## src/rtl/mem_access_unit.sv

```systemverilog
// mem_access_unit
//   Memory-stage load/store unit placed behind the EX/MEM pipeline register.
//   It issues one request at a time on a req/ack data bus, formats store
//   byte lanes, extracts and extends load data, stalls upstream while an
//   access is in flight and emits one result per instruction to MEM/WB.
//
//   Optional feature macro: MEM_ACCESS_MISALIGN_TRAP_EN
//     defined   - misaligned halfword/word accesses skip the bus and return a
//                 one-cycle misalign_out flag with the address as wb_data.
//     undefined - misalign_out is tied low; halfword ops ignore alu[0] and
//                 word ops ignore alu[1:0].
//
// Ports
//   clk, rst                 clock, asynchronous active-high reset
//   alu_in, rd_addr_in,
//   rs2_data_in, wr_en_in    EX/MEM operands
//   str_en_in, sb/sh/sw_en_in          store flags
//   load_en_in, lb/lh/lw/lbu/lhu_en_in load flags
//   mem_req/we/addr/wdata/wstrb        bus request side (registered)
//   mem_ack, mem_rdata                 bus response side
//   stall_out                upstream hold
//   wb_valid, wb_rd_addr,
//   wb_data, wb_wr_en        result strobe to MEM/WB
//   misalign_out             one-cycle misaligned-access flag
module mem_access_unit (
  input  logic        clk,
  input  logic        rst,
  input  logic [31:0] alu_in,
  input  logic [4:0]  rd_addr_in,
  input  logic [31:0] rs2_data_in,
  input  logic        wr_en_in,
  input  logic        str_en_in,
  input  logic        sb_en_in,
  input  logic        sh_en_in,
  input  logic        sw_en_in,
  input  logic        load_en_in,
  input  logic        lb_en_in,
  input  logic        lh_en_in,
  input  logic        lw_en_in,
  input  logic        lbu_en_in,
  input  logic        lhu_en_in,
  output logic        mem_req,
  output logic        mem_we,
  output logic [31:0] mem_addr,
  output logic [31:0] mem_wdata,
  output logic [3:0]  mem_wstrb,
  input  logic        mem_ack,
  input  logic [31:0] mem_rdata,
  output logic        stall_out,
  output logic        wb_valid,
  output logic [4:0]  wb_rd_addr,
  output logic [31:0] wb_data,
  output logic        wb_wr_en,
  output logic        misalign_out
);

  typedef enum logic [1:0] {S_IDLE, S_WAIT, S_DONE} state_t;
  typedef enum logic [1:0] {ST_B, ST_H, ST_W} st_size_t;
  typedef enum logic [2:0] {LD_W, LD_H, LD_HU, LD_B, LD_BU} ld_kind_t;

  state_t   state_reg, state_next;
  st_size_t st_size;
  ld_kind_t ld_kind, ld_kind_reg;

  logic [1:0]  off;
  logic        is_mem, is_store;
  logic        misalign;
  logic [31:0] st_wdata;
  logic [3:0]  st_wstrb;

  logic        mem_req_reg, mem_we_reg;
  logic [31:0] mem_addr_reg, mem_wdata_reg;
  logic [3:0]  mem_wstrb_reg;
  logic [1:0]  off_reg;
  logic [4:0]  rd_reg;
  logic        wr_en_reg, is_load_reg;
  logic        wb_valid_reg, wb_wr_en_reg, misalign_reg;
  logic [4:0]  wb_rd_addr_reg;
  logic [31:0] wb_data_reg;

  logic [7:0]  ld_byte;
  logic [15:0] ld_half;
  logic [31:0] ld_data;

  assign off      = alu_in[1:0];
  assign is_mem   = str_en_in | load_en_in;
  assign is_store = str_en_in;          // store wins when both flags are set

  // Size decode with fixed priority; a missing size flag means a word access.
  always_comb begin
    st_size = ST_W;
    if (sw_en_in)      st_size = ST_W;
    else if (sh_en_in) st_size = ST_H;
    else if (sb_en_in) st_size = ST_B;

    ld_kind = LD_W;
    if (lw_en_in)       ld_kind = LD_W;
    else if (lh_en_in)  ld_kind = LD_H;
    else if (lhu_en_in) ld_kind = LD_HU;
    else if (lb_en_in)  ld_kind = LD_B;
    else if (lbu_en_in) ld_kind = LD_BU;
  end

  // Store lane replication: the memory picks the lane via the strobes.
  always_comb begin
    st_wdata = rs2_data_in;
    st_wstrb = 4'b1111;
    case (st_size)
      ST_B: begin
        st_wdata = {4{rs2_data_in[7:0]}};
        st_wstrb = 4'b0001 << off;
      end
      ST_H: begin
        st_wdata = {2{rs2_data_in[15:0]}};
        st_wstrb = off[1] ? 4'b1100 : 4'b0011;
      end
      default: ;
    endcase
  end

`ifdef MEM_ACCESS_MISALIGN_TRAP_EN
  logic half_acc, word_acc;
  always_comb begin
    half_acc = is_store ? (st_size == ST_H) : (ld_kind == LD_H || ld_kind == LD_HU);
    word_acc = is_store ? (st_size == ST_W) : (ld_kind == LD_W);
    misalign = is_mem & ((half_acc & off[0]) | (word_acc & (|off)));
  end
`else
  assign misalign = 1'b0;
`endif

  // Load extraction from the latched offset and kind.
  always_comb begin
    case (off_reg)
      2'd0:    ld_byte = mem_rdata[7:0];
      2'd1:    ld_byte = mem_rdata[15:8];
      2'd2:    ld_byte = mem_rdata[23:16];
      default: ld_byte = mem_rdata[31:24];
    endcase
    ld_half = off_reg[1] ? mem_rdata[31:16] : mem_rdata[15:0];
    case (ld_kind_reg)
      LD_B:    ld_data = {{24{ld_byte[7]}}, ld_byte};
      LD_BU:   ld_data = {24'h0, ld_byte};
      LD_H:    ld_data = {{16{ld_half[15]}}, ld_half};
      LD_HU:   ld_data = {16'h0, ld_half};
      default: ld_data = mem_rdata;
    endcase
  end

  // FSM state register.
  always_ff @(posedge clk or posedge rst) begin
    if (rst) state_reg <= S_IDLE;
    else     state_reg <= state_next;
  end

  // FSM next state and the combinational stall.
  always_comb begin
    state_next = state_reg;
    stall_out  = 1'b0;
    case (state_reg)
      S_IDLE: begin
        if (is_mem && !misalign) begin
          stall_out  = 1'b1;
          state_next = S_WAIT;
        end
      end
      S_WAIT: begin
        stall_out = 1'b1;
        if (mem_ack) state_next = S_DONE;
      end
      S_DONE:  state_next = S_IDLE;  // upstream advances on this edge
      default: state_next = S_IDLE;
    endcase
  end

  // Bus request and writeback datapath.
  always_ff @(posedge clk or posedge rst) begin
    if (rst) begin
      mem_req_reg    <= 1'b0;
      mem_we_reg     <= 1'b0;
      mem_addr_reg   <= 32'h0;
      mem_wdata_reg  <= 32'h0;
      mem_wstrb_reg  <= 4'h0;
      ld_kind_reg    <= LD_W;
      off_reg        <= 2'b00;
      rd_reg         <= 5'h0;
      wr_en_reg      <= 1'b0;
      is_load_reg    <= 1'b0;
      wb_valid_reg   <= 1'b0;
      wb_wr_en_reg   <= 1'b0;
      wb_rd_addr_reg <= 5'h0;
      wb_data_reg    <= 32'h0;
      misalign_reg   <= 1'b0;
    end else begin
      wb_valid_reg <= 1'b0;
      misalign_reg <= 1'b0;
      case (state_reg)
        S_IDLE: begin
          if (is_mem && misalign) begin
            wb_valid_reg   <= 1'b1;
            misalign_reg   <= 1'b1;
            wb_wr_en_reg   <= 1'b0;
            wb_data_reg    <= alu_in;
            wb_rd_addr_reg <= rd_addr_in;
          end else if (is_mem) begin
            mem_req_reg   <= 1'b1;
            mem_we_reg    <= is_store;
            mem_addr_reg  <= {alu_in[31:2], 2'b00};
            mem_wdata_reg <= is_store ? st_wdata : 32'h0;
            mem_wstrb_reg <= is_store ? st_wstrb : 4'h0;
            ld_kind_reg   <= ld_kind;
            off_reg       <= off;
            rd_reg        <= rd_addr_in;
            wr_en_reg     <= wr_en_in;
            is_load_reg   <= ~is_store;
          end else begin
            // ALU op or bubble: one-cycle pass-through.
            wb_valid_reg   <= 1'b1;
            wb_data_reg    <= alu_in;
            wb_rd_addr_reg <= rd_addr_in;
            wb_wr_en_reg   <= wr_en_in;
          end
        end
        S_WAIT: begin
          if (mem_ack) begin
            mem_req_reg    <= 1'b0;
            wb_valid_reg   <= 1'b1;
            wb_rd_addr_reg <= rd_reg;
            wb_wr_en_reg   <= is_load_reg & wr_en_reg;
            wb_data_reg    <= is_load_reg ? ld_data : 32'h0;
          end
        end
        default: ;
      endcase
    end
  end

  assign mem_req      = mem_req_reg;
  assign mem_we       = mem_we_reg;
  assign mem_addr     = mem_addr_reg;
  assign mem_wdata    = mem_wdata_reg;
  assign mem_wstrb    = mem_wstrb_reg;
  assign wb_valid     = wb_valid_reg;
  assign wb_rd_addr   = wb_rd_addr_reg;
  assign wb_data      = wb_data_reg;
  assign wb_wr_en     = wb_wr_en_reg;
  assign misalign_out = misalign_reg;

endmodule

```

## config.mk

```make
export PLATFORM = sky130hd
export DESIGN_NAME = mem_access_unit
export DESIGN_NICKNAME = d
export VERILOG_FILES = /design/src/rtl/mem_access_unit.sv
export SDC_FILE = /design/constraint.sdc
export NUM_CORES = 1
export LEC_CHECK = 0
export ABC_CLOCK_PERIOD_IN_PS = 9620
export CORE_MARGIN = 4
export CORE_UTILIZATION = 49
export CTS_BUF_LIST = sky130_fd_sc_hd__clkbuf_16
export CTS_CLUSTER_SIZE = 25
export DETAILED_ROUTE_END_ITERATION = 10
export HOLD_SLACK_MARGIN = 0.1
export PLACE_DENSITY_LB_ADDON = 0.3
export SKIP_CTS_REPAIR_TIMING = 1
export SLEW_MARGIN = 15
export SYNTH_ARGS = -nofsm -noshare
export SYNTH_HDL_FRONTEND = slang
export SYNTH_SLANG_ARGS = --single-unit
```

## constraint.sdc

```tcl
create_clock -name clk -period 9.62 [get_ports clk]
set_input_delay 1.924 -clock clk [delete_from_list [all_inputs] [get_ports clk]]
set_output_delay 1.924 -clock clk [all_outputs]
set_load 0.005 [all_outputs]
```

After elaboration in Yosys (flattened, before gate mapping) --
Cells that the tools add are included.
Storage, ports and cells: flip-flop bits (word level) 121, bits of input ports 115, output and inout port bits 111
Cells by class: eq/ne operators 11, shifts and indexed selects 1, muxes and demuxes 37, bitwise gates (word level) 3, reductions and logical operators 8
Operators with widths (number):
- 32-bit 2-to-1 mux | 4
- 32-bit case mux with 2 select lines | 2
- 32-bit case mux with 4 select lines | 1
- 8-bit case mux with 3 select lines | 1
- 16-bit 2-to-1 mux | 1
- 3-bit 2-to-1 mux | 5
- 2-bit 2-to-1 mux | 5
- 5-bit 2-to-1 mux | 2
- 5-bit case mux with 2 select lines | 1
- 4-bit 2-to-1 mux | 2
- 1-bit case mux with 2 select lines | 4
- 4-bit case mux with 2 select lines | 1
- 1-bit 2-to-1 mux | 7
- 2-bit by 1-bit == test with 1-bit output, second input constant | 3
- 3-bit by 2-bit == test with 1-bit output, second input constant | 2
- 2-bit zero test | 3
- 2-bit inequality test, second input constant | 3
- 3-bit AND reduction | 2
- 2-bit case mux with 2 select lines | 1
- 2-bit AND reduction | 2
- 1-bit by 2-bit left shift with 4-bit output, first input constant | 1
- 3-bit by 1-bit == test with 1-bit output, second input constant | 1
- 3-bit == test, second input constant | 1
- 2-bit == test, second input constant | 1
- 4 further kinds | 4

Longest topological paths before layout --
depth in word-level cells 6, mapped depth 8, depth with buffers taken out 5

Least setup slack after synthesis --
Ideal clock, no wire load.
kind input port to output port, start point input load_en_in, end point output stall_out, data arrival time 2.196 ns, required time 7.696 ns, slack 5.500 ns, stages 2, path buffers 0, path through nor3_1 nor2_1
Between the ends: word-level cells in the longest chain between the ends 3
Ends and longest elaborated chain:
- start: declaration | line 36 | input logic load_en_in,
- 1-bit bitwise OR | line 86 | assign is_mem = str_en_in | load_en_in;
- 1-bit 2-to-1 mux | line 162 | if (is_mem && !misalign) begin
- 1-bit case mux with 2 select lines | line 160 | case (state_reg)
- end: declaration | line 49 | output logic stall_out,
Every way passes these cells.

Worst setup path after layout --
start point input str_en_in, end point output stall_out
Between the ends: word-level cells in the longest chain between the ends 3
Ends and longest elaborated chain:
- start: declaration | line 32 | input logic str_en_in,
- 1-bit bitwise OR | line 86
- 1-bit 2-to-1 mux | line 162
- 1-bit case mux with 2 select lines | line 160
Every way passes these cells.

==> impl_results.md <==
- Power density of the placed cells: about 310 mW/mm^2
- Router iterations before antenna repair: 5
- Number of clock sinks seen by CTS: ~120
- Number of routed nets with antenna violations: 0
- WP data required: 7700 ps
- Number of pins with negative max-slew slack in the final report: 0
- Yosys warnings: 0
- Height of the die: approximately 120 um
- Run status: complete, no violations
- Global-route wire length before repair: roughly 31000 um
- Initial cell density of the core: 0.5069
- DRC viols: 0
- Setup repair after global routing missed its margin: false
- Clock latency at the later pin of the worst-skew pair: between 400 and 500 ps
- Worst vdd ir: around 220 uV
- Endpoints failing setup: 0
- Total Die Area: 0.01444 sq mm
- Multi-input combinational cell area: around 0.0028 sq mm
- Maximum number of pins on one net before global-route repair: 90
- Number of buffers and inverters on the critical path: 2
- DRC violation total after the first TritonRoute iteration: about 380
- Vias in the first global route: 5853
- Vias/cell: approximately 5.8
- Reported leakage power: 3.774 nW
- Setup Skew: roughly 5.7 ps
- Clock transition at the registers of the reported paths: 50 ps
- Slew at the pin closest to its max-slew limit: approximately 1200 ps
- Horizontal die dimension: between 100 and 150 um
- Number of enable flip-flop cells after synthesis: 0
- Total number of vias: between 5000 and 6000
- Total Negative Setup Slacks: 0 ps
- CP Data Arrival Time: 3210 ps
- Post-Synthesis Cell Area: ~0.006 sq mm
- Number of placement rows: 40
- Final routed wire length divided by cell count: roughly 20 um
- Number of fill cells: ~870
- Kind of critical path: in -> out
- All-layer global routing usage: 0.2758
- Cell occurring most often along the worst timing path: sky130_fd_sc_hd__clkdlybuf4s50_1
- Count of input and output buffers: around 220
- Final Instance Count excl. Fillers: about 960
- Max_cap viols: 0
- Cell count after synthesis: about 600
- Inserted Clock Buffers: 17
- Crit Path Max Fanout: 6
- TritonCTS clock tree: done
- Global placer's final weighted congestion: 0.9345
- Antenna cell count: 0
- Number of synthesized register bits: roughly 120
- Initial antenna violation count: 0
- Highest achievable clock rate: between 150 and 200 MHz
- Number of distinct standard cells referenced by the synthesized netlist: between 40 and 50
- Share of flip-flops with an asynchronous set or reset after synthesis: 1.000
- HPWL after detailed placement: ~14000 um
- Largest stage delay, worst path: slightly below 600 ps
- Cell at the root of the clock tree: sky130_fd_sc_hd__clkbuf_16
- Critical path launch point type: primary input
- Share of the clock period used by the worst path: 0.5332
- Share of synthesized area occupied by flip-flops and latches: 0.4912
- Overall routed net length: 19660 um
- Total gr overflow: 0
- Net count reported at finish: ~900
- Share of final-layout standard cells stronger than drive strength 1: 0.1432
- Rel. slew slack: 0.2107
- Number of top-level pins: 226
- H-tree lvl count: 4
- Family with the most delay on the worst path: buffers and inverters
- Final critical delay including setup and external delays: just over 5000 ps
- Bufs on Longest Clock Path: 2
- Commonest register cell after synthesis: sky130_fd_sc_hd__dfrtp_1
- Hold Vio Cnt, Final: 0
- CP endpoint kind: output pin
- Storage cell area: slightly above 0.003 sq mm
- Growth of design area from synthesis to finish: 45.91%
- Crit path cell chain: clkdlybuf4s50_1, nor3_1, nor2_1, clkdlybuf4s50_1
- Class of the tightest hold or removal check: reg -> reg
- Syn_area_per_cell: about 10 sq um
- Core Region: roughly 0.012 sq mm
- Cell at the slowest stage of the critical path: sky130_fd_sc_hd__clkdlybuf4s50_1
- Number of placed instances with taps included: between 900 and 1000
-- metal layers --
layer,wire [um],GRT usage,share of wire,up-vias
met1,7795,0.3523,0.40,2765
li1,-,-,-,2518
met2,9598,0.4345,0.49,278
met5,0,0,0,-
met3,1731,0.09331,0.088,44
met4,530,0.1052,0.027,0
-- cells in the final DEF, fill, tap and decap left out, types with 10 or more instances in the layout --
master	n
sky130_fd_sc_hd__o22ai_1	14
sky130_fd_sc_hd__o21ai_0	46
sky130_fd_sc_hd__nand2_1	53
sky130_fd_sc_hd__mux2i_1	13
sky130_fd_sc_hd__dfrtp_1	121
sky130_fd_sc_hd__nor2_1	70
sky130_fd_sc_hd__clkdlybuf4s50_1	222
sky130_fd_sc_hd__a21oi_1	16
sky130_fd_sc_hd__inv_1	16
sky130_fd_sc_hd__o21ai_1	14
sky130_fd_sc_hd__mux2_2	54
sky130_fd_sc_hd__a22o_1	17
sky130_fd_sc_hd__clkbuf_16	17
sky130_fd_sc_hd__o22ai_2	10
-- per-stage QoR --
stage	hold WS [ps]	setup slack [ps]	area [sq um]	util	power [mW]
3_3_place_gp	458.9	4499	8377	0.6888	2.067
4_1_cts	485.3	4483	8991	0.7393	2.793
5_1_grt	501.2	4368	8995	0.7396	2.940
6_report	481.8	4491	8995	0.7396	2.785
3_5_place_dp	471.9	4495	8377	0.6888	2.106
2_1_floorplan	462.8	4482	6172	-	1.476
-- logic make-up (layout without fill, tap and decap cells) --
group | Yosys count | count (layout) | synth area share
buffers and inverters | 68 | 271 | 0.05216
other | 1 | 3 | 0.0006083
XOR/XNOR | 1 | 1 | 0.001421
AO/OA/AOI/OAI | 180 | 180 | 0.2070
flip-flops | 121 | 121 | 0.4912
AND/OR/NAND/NOR | 145 | 145 | 0.09864
multiplexers | 75 | 75 | 0.1490
-- cells in the mapped netlist, types with 9 or more instances --
master,number,share of area
sky130_fd_sc_hd__a21oi_1,16,0.013
sky130_fd_sc_hd__a22o_1,17,0.024
sky130_fd_sc_hd__buf_2,17,0.014
sky130_fd_sc_hd__clkbuf_1,24,0.015
sky130_fd_sc_hd__dfrtp_1,121,0.49
sky130_fd_sc_hd__inv_1,14,0.0085
sky130_fd_sc_hd__mux2_2,54,0.099
sky130_fd_sc_hd__mux2i_1,13,0.021
sky130_fd_sc_hd__nand2_1,53,0.032
sky130_fd_sc_hd__nor2_1,70,0.043
sky130_fd_sc_hd__o21ai_0,47,0.038
sky130_fd_sc_hd__o21ai_1,14,0.011
sky130_fd_sc_hd__o22ai_1,14,0.014
sky130_fd_sc_hd__o22ai_2,10,0.020
sky130_fd_sc_hd__o31ai_1,9,0.011
-- where the power goes --
| part | leakage [nW] | switching (mW) | internal [mW] |
|---|---|---|---|
| Sequential | 1.45 | 0.160 | 0.748 |
| Clock | 0.306 | 0.221 | 0.451 |
| Combinational | 2.02 | 0.512 | 0.694 |
| Total | 3.77 | 0.893 | 1.89 |
-- worst min-delay path: stages (launching register included) --
cell and delay [ps]:
sky130_fd_sc_hd__dfrtp_1 340, sky130_fd_sc_hd__nand2_1 50, sky130_fd_sc_hd__o21ai_0 60
-- layout make-up --
cell class / count / area share
Clock buffer: 17 / 0.04729
Clock inverter: 14 / 0.02100
Inverter: 15 / 0.006538
Multi-Input combinational cell: 404 / 0.3152
Sequential cell: 121 / 0.3366
Tap cell: 168 / 0.02337
Timing Repair Buffer: 225 / 0.2500
-- path summary, 6_finish.rpt --
kind	startpoint	end	slack [ps]	cells past startpoint
hold reg to reg	mem_wstrb[2]$_DFFE_PP0P_	mem_wstrb[2]$_DFFE_PP0P_	480	2
setup reg to reg	state_reg[1]$_DFFE_PP0P_	wb_data[29]$_DFFE_PP0P_	6700	4
setup / recovery	str_en_in	stall_out	4490	4
hold / removal	mem_wstrb[2]$_DFFE_PP0P_	mem_wstrb[2]$_DFFE_PP0P_	480	2
min in group asynchronous	rst	mem_wdata[18]$_DFFE_PP0P_	1880	2
max in group asynchronous	rst	mem_addr[15]$_DFFE_PP0P_	6580	3
(Power assumes the default switching activity.)
